File: src/rtl/slow_control_bit_shifter_if.sv
// Bus between the parameter generator / parameter FIFO / MICROROC chip side
// (master) and the slow-control bit shifter (slave).
//
// Signals
//   Start                         generator ParameterDone pulse
//   SlowControlOrReadScopeSelect  1 = slow control load, 0 = read scope load
//   FifoEmpty, FifoReadEn, FifoData  parameter FIFO read port
//   SR_CK, SR_IN, SR_RSTB, SELECT    chip shift-register pins
//   Busy, Done                    load status toward the load-done logic
//   fsm_state                     debug view of the shifter FSM state
//
// FIFO handshake: !FifoEmpty is the "valid" of the FIFO and FifoReadEn is the
// pop/"ready" of the shifter. A word leaves the FIFO in exactly the cycles
// where FifoReadEn=1, and the shifter only raises FifoReadEn while
// FifoEmpty=0. The popped word appears on FifoData one Clk after the pop.
interface slow_control_bit_shifter_if;
  logic        Start;
  logic        SlowControlOrReadScopeSelect;
  logic        FifoEmpty;
  logic        FifoReadEn;
  logic [15:0] FifoData;
  logic        SR_CK;
  logic        SR_IN;
  logic        SR_RSTB;
  logic        SELECT;
  logic        Busy;
  logic        Done;
  logic [2:0]  fsm_state;

  modport master (
    output Start, SlowControlOrReadScopeSelect, FifoEmpty, FifoData,
    input  FifoReadEn, SR_CK, SR_IN, SR_RSTB, SELECT, Busy, Done, fsm_state
  );

  modport slave (
    input  Start, SlowControlOrReadScopeSelect, FifoEmpty, FifoData,
    output FifoReadEn, SR_CK, SR_IN, SR_RSTB, SELECT, Busy, Done, fsm_state
  );
endinterface

File: src/rtl/slow_control_bit_shifter.sv
// Slow-control / read-scope bit shifter.
// Drains 16-bit words from the parameter FIFO and serialises them MSB-first
// into the MICROROC shift register (SR_CK / SR_IN / SR_RSTB), after holding
// SR_RSTB low for RST_CYCLES. SELECT picks the target register and is latched
// from the mode bit when a load starts.
//
// Ports
//   Clk    system clock
//   reset  asynchronous reset, active-high
//   bus    slave side of slow_control_bit_shifter_if (see interface header)
//
// Parameters
//   HALF_PERIOD  Clk cycles per SR_CK half period (1..255)
//   SC_WORDS     words per slow-control load
//   RS_WORDS     words per read-scope load
//   RST_CYCLES   Clk cycles SR_RSTB is held low (1..256)
module slow_control_bit_shifter #(
  parameter int HALF_PERIOD = 4,
  parameter int SC_WORDS    = 37,
  parameter int RS_WORDS    = 4,
  parameter int RST_CYCLES  = 16
) (
  input logic                     Clk,
  input logic                     reset,
  slow_control_bit_shifter_if.slave bus
);

  typedef enum logic [2:0] {
    S_IDLE     = 3'd0,
    S_RST_CHIP = 3'd1,
    S_FETCH    = 3'd2,
    S_LOAD     = 3'd3,
    S_SHIFT    = 3'd4,
    S_DONE     = 3'd5
  } state_t;

  localparam logic [7:0] PH_LAST  = 8'(HALF_PERIOD - 1);
  localparam logic [7:0] RST_LAST = 8'(RST_CYCLES - 1);
  localparam logic [5:0] SC_W     = 6'(SC_WORDS);
  localparam logic [5:0] RS_W     = 6'(RS_WORDS);

  state_t      state;
  logic [5:0]  word_cnt;
  logic [3:0]  bit_cnt;
  logic [7:0]  phase_cnt;  // SR_CK half-period counter, also times the chip reset
  logic [15:0] shreg;
  logic        sr_ck;
  logic        sr_in;
  logic        sr_rstb;
  logic        select_q;
  logic        busy;
  logic        done;

  always_ff @(posedge Clk or posedge reset) begin
    if (reset) begin
      state     <= S_IDLE;
      word_cnt  <= '0;
      bit_cnt   <= '0;
      phase_cnt <= '0;
      shreg     <= '0;
      sr_ck     <= 1'b0;
      sr_in     <= 1'b0;
      sr_rstb   <= 1'b1;
      select_q  <= 1'b1;
      busy      <= 1'b0;
      done      <= 1'b0;
    end else begin
      case (state)
        S_IDLE: begin
          done <= 1'b0;
          if (bus.Start) begin
            select_q  <= bus.SlowControlOrReadScopeSelect;
            word_cnt  <= bus.SlowControlOrReadScopeSelect ? SC_W : RS_W;
            busy      <= 1'b1;
            sr_rstb   <= 1'b0;
            phase_cnt <= '0;
            state     <= S_RST_CHIP;
          end
        end

        S_RST_CHIP: begin
          if (phase_cnt == RST_LAST) begin
            sr_rstb   <= 1'b1;
            phase_cnt <= '0;
            state     <= S_FETCH;
          end else begin
            phase_cnt <= phase_cnt + 8'd1;
          end
        end

        // The pop itself is the combinational FifoReadEn below, so the word
        // is on FifoData by the time LOAD samples it.
        S_FETCH: begin
          if (!bus.FifoEmpty) state <= S_LOAD;
        end

        // First bit of the word goes out together with the capture, which is
        // the first cycle of its SR_CK low phase.
        S_LOAD: begin
          shreg     <= bus.FifoData;
          sr_in     <= bus.FifoData[15];
          sr_ck     <= 1'b0;
          bit_cnt   <= 4'd15;
          phase_cnt <= '0;
          state     <= S_SHIFT;
        end

        S_SHIFT: begin
          if (phase_cnt != PH_LAST) begin
            phase_cnt <= phase_cnt + 8'd1;
          end else begin
            phase_cnt <= '0;
            if (!sr_ck) begin
              sr_ck <= 1'b1;
            end else begin
              // End of the high phase: the chip has sampled this bit.
              sr_ck <= 1'b0;
              shreg <= {shreg[14:0], 1'b0};
              if (bit_cnt != 4'd0) begin
                bit_cnt <= bit_cnt - 4'd1;
                sr_in   <= shreg[14];
              end else begin
                // SR_IN keeps the last bit across the FETCH/LOAD gap.
                word_cnt <= word_cnt - 6'd1;
                if (word_cnt == 6'd1) begin
                  done  <= 1'b1;
                  busy  <= 1'b0;
                  sr_in <= 1'b0;
                  state <= S_DONE;
                end else begin
                  state <= S_FETCH;
                end
              end
            end
          end
        end

        S_DONE: begin
          done  <= 1'b0;
          state <= S_IDLE;
        end

        default: state <= S_IDLE;
      endcase
    end
  end

  // Pop only while the FIFO has data: underflow cannot happen.
  assign bus.FifoReadEn = (state == S_FETCH) && !bus.FifoEmpty;
  assign bus.SR_CK      = sr_ck;
  assign bus.SR_IN      = sr_in;
  assign bus.SR_RSTB    = sr_rstb;
  assign bus.SELECT     = select_q;
  assign bus.Busy       = busy;
  assign bus.Done       = done;
  assign bus.fsm_state  = state;

endmodule

File: src/flat_wrapper.sv
// flat-port wrapper written by rule: the top's interface ports become plain ports
module slow_control_bit_shifter_flat 
#(
  parameter int HALF_PERIOD = 4,
  parameter int SC_WORDS    = 37,
  parameter int RS_WORDS    = 4,
  parameter int RST_CYCLES  = 16
)
  (Clk, reset, bus_Start, bus_SlowControlOrReadScopeSelect, bus_FifoEmpty, bus_FifoData, bus_FifoReadEn, bus_SR_CK, bus_SR_IN, bus_SR_RSTB, bus_SELECT, bus_Busy, bus_Done, bus_fsm_state);
  slow_control_bit_shifter_if bus_i ();
  input logic Clk;
  input logic reset;
  input wire logic [$bits(bus_i.Start)-1:0] bus_Start;
  input wire logic [$bits(bus_i.SlowControlOrReadScopeSelect)-1:0] bus_SlowControlOrReadScopeSelect;
  input wire logic [$bits(bus_i.FifoEmpty)-1:0] bus_FifoEmpty;
  input wire logic [$bits(bus_i.FifoData)-1:0] bus_FifoData;
  output wire logic [$bits(bus_i.FifoReadEn)-1:0] bus_FifoReadEn;
  output wire logic [$bits(bus_i.SR_CK)-1:0] bus_SR_CK;
  output wire logic [$bits(bus_i.SR_IN)-1:0] bus_SR_IN;
  output wire logic [$bits(bus_i.SR_RSTB)-1:0] bus_SR_RSTB;
  output wire logic [$bits(bus_i.SELECT)-1:0] bus_SELECT;
  output wire logic [$bits(bus_i.Busy)-1:0] bus_Busy;
  output wire logic [$bits(bus_i.Done)-1:0] bus_Done;
  output wire logic [$bits(bus_i.fsm_state)-1:0] bus_fsm_state;
  assign bus_i.Start = bus_Start;
  assign bus_i.SlowControlOrReadScopeSelect = bus_SlowControlOrReadScopeSelect;
  assign bus_i.FifoEmpty = bus_FifoEmpty;
  assign bus_i.FifoData = bus_FifoData;
  assign bus_FifoReadEn = bus_i.FifoReadEn;
  assign bus_SR_CK = bus_i.SR_CK;
  assign bus_SR_IN = bus_i.SR_IN;
  assign bus_SR_RSTB = bus_i.SR_RSTB;
  assign bus_SELECT = bus_i.SELECT;
  assign bus_Busy = bus_i.Busy;
  assign bus_Done = bus_i.Done;
  assign bus_fsm_state = bus_i.fsm_state;
  slow_control_bit_shifter #(.HALF_PERIOD(HALF_PERIOD), .SC_WORDS(SC_WORDS), .RS_WORDS(RS_WORDS), .RST_CYCLES(RST_CYCLES)) u_core (.Clk(Clk), .reset(reset), .bus(bus_i));
endmodule
File: config.mk
export PLATFORM = sky130hd
export DESIGN_NAME = slow_control_bit_shifter_flat
export DESIGN_NICKNAME = d
export VERILOG_FILES = /design/src/rtl/slow_control_bit_shifter_if.sv /design/src/rtl/slow_control_bit_shifter.sv /design/src/flat_wrapper.sv
export SDC_FILE = /design/constraint.sdc
export NUM_CORES = 1
export LEC_CHECK = 0
export CAP_MARGIN = 10
export CORE_ASPECT_RATIO = 1.1
export CORE_MARGIN = 2
export CORE_UTILIZATION = 50
export DETAILED_ROUTE_END_ITERATION = 7
export GPL_TIMING_DRIVEN = 0
export PLACE_DENSITY_LB_ADDON = 0.2
export SETUP_SLACK_MARGIN = 0.05
export SLEW_MARGIN = 30
export SYNTH_ARGS = -nofsm -noshare
export SYNTH_HDL_FRONTEND = slang
export SYNTH_SLANG_ARGS = --single-unit
File: constraint.sdc
create_clock -name Clk -period 2.4 [get_ports Clk]
set_input_delay 0.48 -clock Clk [delete_from_list [all_inputs] [get_ports Clk]]
set_output_delay 0.48 -clock Clk [all_outputs]
set_load 0.02 [all_outputs]
==> summary.md <==
| Metric | Value |
|---|---|
| Outcome | complete, no violations |
| Endpoints failing hold | 0 |
| Worst Slack Setup Final | 182 ps |
| DP HPWL | 3.66 mm |
| Antenna-violating nets left | 0 |
| Post-synth EDFFs | 0 |
| Fraction of registers with async set/reset | 100% |
| Worst-Margin Slew | 637 ps |
| Pwr dens | 855 nW/µm² |
| Hold Path Class | flip-flop to flip-flop |
| Clock Tree Buf Depth | 2 |
| Relative slew slack | 57.5% |
| Final Cycle Share | 92.4% |
| Starting density of the core | 51.6% |
| PortBufs | 30 |
| IO Pins | 31 |
| RSZ-0062 raised after global routing | no |
| Routed Wire Length | 4.99 mm |
| Cell area after synthesis | 2370 µm² |
| Peak Freq | 451 MHz |
| Initial DRC Count | 146 |
| Worst vdd ir | 369 µV |
| Critical-path top delay cell | or4bb_1 |
| Placer Congestion | 0.824 |
| Largest net degree at the start of global routing | 25 |
| Final Setup Violations | 0 |
| Post-synthesis sequential area ratio | 44.5% |
| Required @ worst endpoint | 2580 ps |
| # fillers | 412 |
| Most frequent cells in the layout | nand2_1 (40), dfrtp_1 (40), clkdlybuf4s50_1 (29) |
| Buf/Inv on CP | 2 |
| Cell Chain, Critical Path | ha_1 -> buf_2 -> or4bb_1 -> nor4_4 -> buf_4 -> o21ai_0 -> a32o_1 |
| TritonCTS Buffers | 5 |
| Kind of critical path | flip-flop to flip-flop |
| Family with the most delay on the worst path | simple AND/OR/NAND/NOR gates |
| Critical path arrival | 2400 ps |
| Avg Cell Area, Syn | 9.47 µm² |
| NumNets Final | 314 |
| Worst Setup End Kind | flip-flop |
| Max-Cap Viols | 0 |
| Worst skew pair latency | 300 ps |
| Via density per instance | 5.76 |
| # DRC | 0 |
| GRT overflow | 0 |
| Initial antenna violation count | 0 |
| Clk_skew | 5.13 ps |
| CTS tree | yes |
| Drt pass-1 iters | 4 |
| Post-Synthesis Cells | 250 |
| First-pass GRT wire length | 8.80 mm |
| Largest stage delay, worst path | 560 ps |
| Root buffer cell | clkbuf_8 |
| ANT cells | 0 |
| Yosys warns | 0 |
| Die width | 69.6 µm |
| Synth cell types | 57 |
| Placement Setup Slack | 162 ps |
| Static Leak | 1.28 nW |
| Row Count | 26 |
| Flops & latches, synth | 42 |
| TNS Setup | 0 ps |
| Post-route minimum period | 2220 ps |
| H-tree depth | 2 |
| CTS clk-pin slew, worst paths | 80 ps |
| Layout cells sized above 1 | 10.7% |
| CP max FO | 9 |
| Slew Viols, Final | 0 |
| Number of global-route vias before repair | 1916 |
| Die Ht | 76.2 µm |
| Die ar. | 5300 µm² |
| Tot GR Track Use | 20.3% |
| Core ar. | 4590 µm² |
| Routed len/inst | 14.4 µm |
| Startpoint Class | flip-flop |
| Synthesized Nets | 275 |
| Hold-fix buffer count after cts | 0 |
| Clock sink count | 42 |
| Area Growth Syn to Fin | 21.4% |
| Vias | 1994 |
| Commonest register cell after synthesis | dfrtp_1 |
[metal layers]
| layer | GRT usage (%) | wire (µm) | share of wire (%) |
|---|---|---|---|
| met1 | 27.0 | 2380 | 48 |
| met2 | 33.1 | 2350 | 47 |
| met3 | 4.63 | 202 | 4.0 |
| met4 | 5.88 | 59 | 1.2 |
| met5 | 0 | 0 | 0 |
[where the power goes]
part           internal [mW]  switching [mW]  total [mW]  leakage (nW)
logic                  0.393           0.474       0.867         0.724
clock network          0.232           0.248       0.480        0.0482
registers              0.940           0.170        1.11         0.503
total                   1.56           0.892        2.46          1.28
[area by class of cell]
type / instances / area [µm²] / share of cell area, %
Sequential cell: 42 / 1050 / 36.7
Clock buffer: 7 / 86.3 / 3.01
Buffer: 14 / 66.3 / 2.31
Tap cell: 56 / 70.1 / 2.44
Inverter: 9 / 33.8 / 1.18
Multi-Input combinational cell: 185 / 1220 / 42.6
Clock inverter: 1 / 5.00 / 0.174
Timing Repair Buffer: 32 / 334 / 11.6
[state kept, by name, summed over array words and instances, names as in the netlist]
register	flops
u_core.bus.SR_IN	1
u_core.phase_cnt	8
u_core.bus.Done	1
u_core.bit_cnt	4
u_core.bus.SR_CK	1
u_core.word_cnt	6
u_core.shreg	15
u_core.bus.SR_RSTB	1
u_core.bus.SELECT	1
u_core.bus.fsm_state	3
u_core.bus.Busy	1
[cell families after synthesis]
group                    after synthesis  share of synthesized area (%)
AO/OA/AOI/OAI                         70                           19.2
flip-flops                            42                           44.5
adder cells (fa/ha/maj)                4                           2.11
multiplexers                          18                           7.77
buffers and inverters                 23                           4.07
AND/OR/NAND/NOR                       93                           22.3
[tightest hold or removal path: stages (launching register included)]
cell and delay (ps):
dfstp_2 370, nand2_1 50, nand2_1 40
[synth_stat cells (all sizes together) (2+ instances only)]
cell     instances  area share (%)
or3b             3             1.1
or3              3            0.79
ha               4             2.1
nor3b            4             1.3
inv              9             1.4
mux2             3             1.4
o21ai           29             6.1
and2             2            0.53
o31ai            4             1.5
nor2            12             2.0
nor4             2             1.8
dfstp            2             2.2
nand2           40             6.3
dfrtp           40              42
mux2i           15             6.3
a21oi            7             1.6
nor4b            2             1.4
a41oi            2            0.74
nand3            5             1.1
o22ai            4             1.1
a31oi            3            0.79
a22o             3             1.1
nor3             5             1.1
nand4            3            0.79
and3             2            0.53
clkbuf           5            0.79
o2bb2ai          2            0.74
nand2b           2            0.53
a211oi           2            0.63
o211ai           4             1.3
buf              9             1.8
[path summary, 6_finish.rpt]
check	start	endpoint	slack (ps)	depth (start not counted)
worst min register to register	u_core.bus.SELECT	u_core.bus.SELECT	460	2
worst max register to register	u_core.phase_cnt[0]	u_core.word_cnt[3]	180	7
max in group asynchronous	reset	u_core.shreg[0]	1380	3
worst min-delay path	u_core.bus.SELECT	u_core.bus.SELECT	460	2
worst max-delay path	u_core.phase_cnt[0]	u_core.word_cnt[3]	180	7
min in group asynchronous	reset	u_core.bus.Busy	540	2
[stage by stage]
stage / power [mW] / instance area, µm² / utilization, % / instances / hold WS [ps]
2_1_floorplan: 1.71 / 2370 / - / 250 / 448
6_report: 2.46 / 2870 / 62.6 / 346 / 459
3_3_place_gp: 1.95 / 2740 / 59.7 / 336 / 446
4_1_cts: 2.46 / 2860 / 62.3 / 345 / 461
5_1_grt: 2.65 / 2870 / 62.6 / 346 / 478
3_5_place_dp: 1.98 / 2770 / 60.3 / 337 / 450
[what timing repair did]
| item | CTS | global route |
|---|---|---|
| hold endpoints to repair | 0 | 0 |
| resized for setup | 2 | 5 |
| setup buffers | 0 | 1 |
| pin swaps | 0 | 1 |
| endpoints found under the setup margin | 1 | 15 |
(Power assumes the default switching activity.)
